## config.mk

```make
export PLATFORM = sky130hd
export DESIGN_NAME = instruction_fetch
export DESIGN_NICKNAME = d
export VERILOG_FILES = /design/src/rtl/instruction_fetch.sv
export SDC_FILE = /design/constraint.sdc
export NUM_CORES = 1
export LEC_CHECK = 0
export CAP_MARGIN = 20
export CELL_PAD_IN_SITES_DETAIL_PLACEMENT = 1
export CELL_PAD_IN_SITES_GLOBAL_PLACEMENT = 2
export CORE_UTILIZATION = 24
export DETAILED_ROUTE_END_ITERATION = 6
export GPL_TIMING_DRIVEN = 0
export HOLD_SLACK_MARGIN = 0.12
export PLACE_DENSITY_LB_ADDON = 0.1
export SLEW_MARGIN = 25
export SYNTH_ARGS = -nofsm -noshare
export SYNTH_HDL_FRONTEND = slang
export SYNTH_SLANG_ARGS = --single-unit
```

## constraint.sdc

```tcl
create_clock -name clk -period 2.76 [get_ports clk]
set_clock_uncertainty 0.05 [all_clocks]
set_input_delay 0.414 -clock clk [delete_from_list [all_inputs] [get_ports clk]]
set_output_delay 0.414 -clock clk [all_outputs]
set_load 0.02 [all_outputs]
```

## src/rtl/instruction_fetch.sv

```systemverilog
// Instruction fetch stage: PC register with exception/interrupt/redirect/stall
// priority, combinational ROM address, and the IF/ID pipeline register.
module instruction_fetch #(
  parameter logic [31:0] RESET_PC   = 32'h8000_0000,
  parameter logic [31:0] IRQ_VECTOR = 32'h8000_0004,
  parameter logic [31:0] EXC_VECTOR = 32'h8000_0008
) (
  input  logic        clk,
  input  logic        reset,
  input  logic        stall,
  input  logic        redirect,
  input  logic [31:0] redirect_pc,
  input  logic        irq,
  input  logic        exception,
  output logic [30:0] rom_addr,
  input  logic [31:0] rom_data,
  output logic [31:0] pc,
  output logic [31:0] if_id_instr,
  output logic [31:0] if_id_pc4,
  output logic        if_id_valid,
  output logic [31:0] irq_epc
);

  logic [31:0] pc_q, pc_d;
  logic [31:0] instr_q, instr_d;
  logic [31:0] pc4_q, pc4_d;
  logic        valid_q, valid_d;
  logic [31:0] epc_q, epc_d;

  logic [31:0] pc_seq;
  logic        irq_take;
  logic        flush;

  // Bit 31 is the supervisor bit: it never reaches the ROM and survives increments.
  assign pc_seq   = {pc_q[31], pc_q[30:0] + 31'd4};
  assign irq_take = irq & ~pc_q[31];
  assign flush    = exception | irq_take | redirect;

  always_comb begin
    pc_d    = pc_q;
    instr_d = instr_q;
    pc4_d   = pc4_q;
    valid_d = valid_q;
    epc_d   = epc_q;

    if (exception)     pc_d = EXC_VECTOR;
    else if (irq_take) pc_d = IRQ_VECTOR;
    else if (redirect) pc_d = redirect_pc;
    else if (!stall)   pc_d = pc_seq;

    // Any control transfer overrides stall and squashes the fetched word.
    if (flush) begin
      instr_d = 32'd0;
      pc4_d   = 32'd0;
      valid_d = 1'b0;
    end else if (!stall) begin
      instr_d = rom_data;
      pc4_d   = pc_seq;
      valid_d = 1'b1;
    end

    if (irq_take && !exception) epc_d = pc_q;
  end

  always_ff @(posedge clk) begin
    if (reset) begin
      pc_q    <= RESET_PC;
      instr_q <= 32'd0;
      pc4_q   <= 32'd0;
      valid_q <= 1'b0;
      epc_q   <= 32'd0;
    end else begin
      pc_q    <= pc_d;
      instr_q <= instr_d;
      pc4_q   <= pc4_d;
      valid_q <= valid_d;
      epc_q   <= epc_d;
    end
  end

  assign rom_addr    = pc_q[30:0];
  assign pc          = pc_q;
  assign if_id_instr = instr_q;
  assign if_id_pc4   = pc4_q;
  assign if_id_valid = valid_q;
  assign irq_epc     = epc_q;

endmodule

```

==> summary.md <==
| Metric | Value |
|---|---|
| CTS tree | `yes` |
| CTS Buffer Depth | `2` |
| Antenna diode count | `0` |
| Clock-pin slew on the worst setup and hold paths | `60 ps` |
| # IOs | `between 200 and 250` |
| RSZ-0062 raised after global routing | `false` |
| Layout fillers | `2,771` |
| Via count | `6,020` |
| Final setup margin | `160 ps` |
| Total Wirelength | `23.4 mm` |
| Avg WL per Cell | `18.4 um` |
| Synth unique cells | `49` |
| CP max FO | `8` |
| Slew @ Worst Pin | `818 ps` |
| Final instance area | `9170 um2` |
| Starting Density | `0.247` |
| Die area | `25,100 um2` |
| Largest net degree at the start of global routing | `20` |
| Ys async rst share | `0` |
| Clk Latency, worst-skew pair | `430 ps` |
| Root buffer cell | `clkbuf_16` |
| Final antenna-violating net count | `0` |
| Number of global-route vias before repair | `around 6,200` |
| Buffers on Ports | `227` |
| DP Area | `around 8500 um2` |
| Syn Area/Cell | `approximately 8.5 um2` |
| Max-cap violation count | `0` |
| Slew HR | `0.455` |
| Final Hold Viols | `0` |
| Period utilization | `0.942` |
| Fmax | `approximately 380 MHz` |
| Overflow after GRT | `0` |
| Final Max Slew Viols | `0` |
| Core area | `23,800 um2` |
| Critical path startpoint category | `flip-flop` |
| Crit path capture type | `flip-flop` |
| Synth top area cells | `dfxtp_1 44%, mux2i_1 6.7%, nand2_1 6.1%, buf_4 4.5%, a21oi_1 3.8%` |
| Prevailing post-synth register cell | `dfxtp_1` |
| Multi-input logic area | `roughly 2700 um2` |
| Non-filler cells, final | `~1,300` |
| EDFF count, synth | `0` |
| DIE WIDTH | `approximately 160 um` |
| Data required time of the worst path | `3010 ps` |
| Kind of critical path | `reg2reg` |
| Power Total | `0.00483 W` |
| Iter 0 DRT Violations | `222` |
| Cell taking the most area after synthesis | `dfxtp_1` |
| Synth Instances | `693` |
| Tmin final | `2600 ps` |
| Top-count cell post-synth | `dfxtp_1` |
| Setup WS pre-CTS | `-474 ps` |
| Nets@finish | `1,009` |
| Outcome | `finished, final reports clean` |
| Synth-to-Final Area Change | `56.3%` |
| Detailed Place HPWL | `17.7 mm` |
| Synthesis-stage register bit count | `about 130` |
| Global-route usage over all layers | `0.189` |
| Syn_nets | `roughly 760` |
| Die Span Y | `158 um` |
| Routability cong. | `0.831` |
| Pre-Repair DR Iteration Count | `4` |
| Vias per inst | `4.74` |
| Antenna violations before repair | `0` |
| Worst EP arrival | `2850 ps` |
| Setup TNS | `0 ps` |
| Register Area | `2580 um2` |
| Share of the yosys chip area belonging to registers | `0.440` |
| Pleak | `~3.3 nW` |
| TritonCTS Sinks | `129` |
| CTS Buf Count | `17` |
| PwrDens | `around 530 nW/um2` |
| DP Cell Count | `1,239` |
| Synth Warn # | `0` |
| First-pass GRT wire length | `roughly 35 mm` |
| H-tree depth | `4` |
| Final setup viols | `0` |
| Worst vdd rail ir drop | `between 0.3 and 0.4 mV` |
| Site row count | `56` |
| Syn Std Cell Area | `around 5900 um2` |
| Hold Path Class | `reg2reg` |
| Commonest cells in the netlist | `129 x dfxtp_1, 95 x nand2_1, 56 x nor2_1` |
| Top cell type's share of synthesized area | `0.440` |
| Layout cells sized above 1 | `0.0967` |
| Number of remaining DRC errors | `0` |
==> sequential cells by signal, summed over array words and instances (netlist names), named ones only <==
register     flops
if_id_instr     32
if_id_pc4       32
if_id_valid      1
irq_epc         32
pc              30
==> repair_timing <==
action | CTS | global route
hold buffers | 2 | 0
setup endpoints to repair | 6 | 45
endpoints found under the hold margin | 2 | 0
buffers inserted | 0 | 0
resized for setup | 0 | 4
==> cell usage in the layout (no fill, tap or decap), types with 5 or more instances in the layout <==
cell type        netlist  final
clkdlybuf4s50_1        0    227
dfxtp_1              129    129
nand2_1               95     95
nor2_1                56     56
a21oi_1               44     44
mux2i_1               39     39
o21ai_0               36     36
buf_4                 35     35
clkbuf_1              38     33
nand3_1               26     26
buf_2                 18     18
or4_1                 17     17
clkbuf_16              0     17
nor3_1                16     16
xnor2_1               16     16
nand4_1               12     12
a31oi_1               12     12
or3_1                  9      9
o211ai_1               8      8
o311a_1                7      7
nor4_1                 7      7
inv_1                  7      7
a221o_1                6      6
nand2b_1               6      6
o31ai_1                6      6
xor2_1                 6      6
and4_1                 5      5
==> final timing paths <==
| check | startpoint | to | slack, ps | cells after the start |
|---|---|---|---|---|
| hold reg to reg | irq_epc[15] | irq_epc[15] | 410 | 2 |
| hold / removal | irq_epc[15] | irq_epc[15] | 410 | 2 |
| setup reg to reg | pc[3] | pc[28] | 160 | 5 |
| setup / recovery | pc[3] | pc[28] | 160 | 5 |
==> stage by stage <==
| step | hold slack (ps) | utilization |
|---|---|---|
| floorplan | 416 | - |
| global placement | 385 | 0.359 |
| detailed placement | 398 | 0.359 |
| CTS | 392 | 0.386 |
| global route | 437 | 0.386 |
| finish | 407 | 0.386 |
==> routing by layer <==
| metal | track usage | wire (um) | up-vias |
|---|---|---|---|
| met5 | 0 | 0 | - |
| met4 | 0.0554 | 309 | 0 |
| met3 | 0.0479 | 1440 | 25 |
| met2 | 0.324 | 11500 | 181 |
| met1 | 0.231 | 10200 | 2910 |
| li1 | - | - | 2904 |
==> critical path, cell delays in order, from the launching register on <==
cell and delay (ps):
dfxtp_1 540, ha_1 320, and4b_1 490, nand4_1 380, o311a_1 400, a221o_1 280
==> cell type report <==
cell class / count / area share
multi-input cells: 462 / 0.299
flip-flops and latches: 129 / 0.282
repair buffers: 229 / 0.250
plain buffers: 91 / 0.0558
clock buffers: 18 / 0.0479
well taps: 319 / 0.0435
clock inverters: 14 / 0.0192
inverters: 8 / 0.00328
==> power by group <==
group / internal [W] / switching [W] / total, W
sequential: 0.00190 / 0.0000430 / 0.00194
combinational: 0.000260 / 0.000251 / 0.000511
clock: 0.00146 / 0.000925 / 0.00238
total: 0.00361 / 0.00122 / 0.00483
==> kinds of logic after synthesis <==
kind of cell,count (synthesis),share of synthesized area
xor gates and xnor gates,22,0.0328
muxes,39,0.0666
and+or+nand+nor,266,0.221
DFF,129,0.440
adders and majority gates,1,0.00213
AOI/OAI and AO/OA,134,0.144
buffers and inverters,102,0.0941
(Power assumes the default switching activity.)
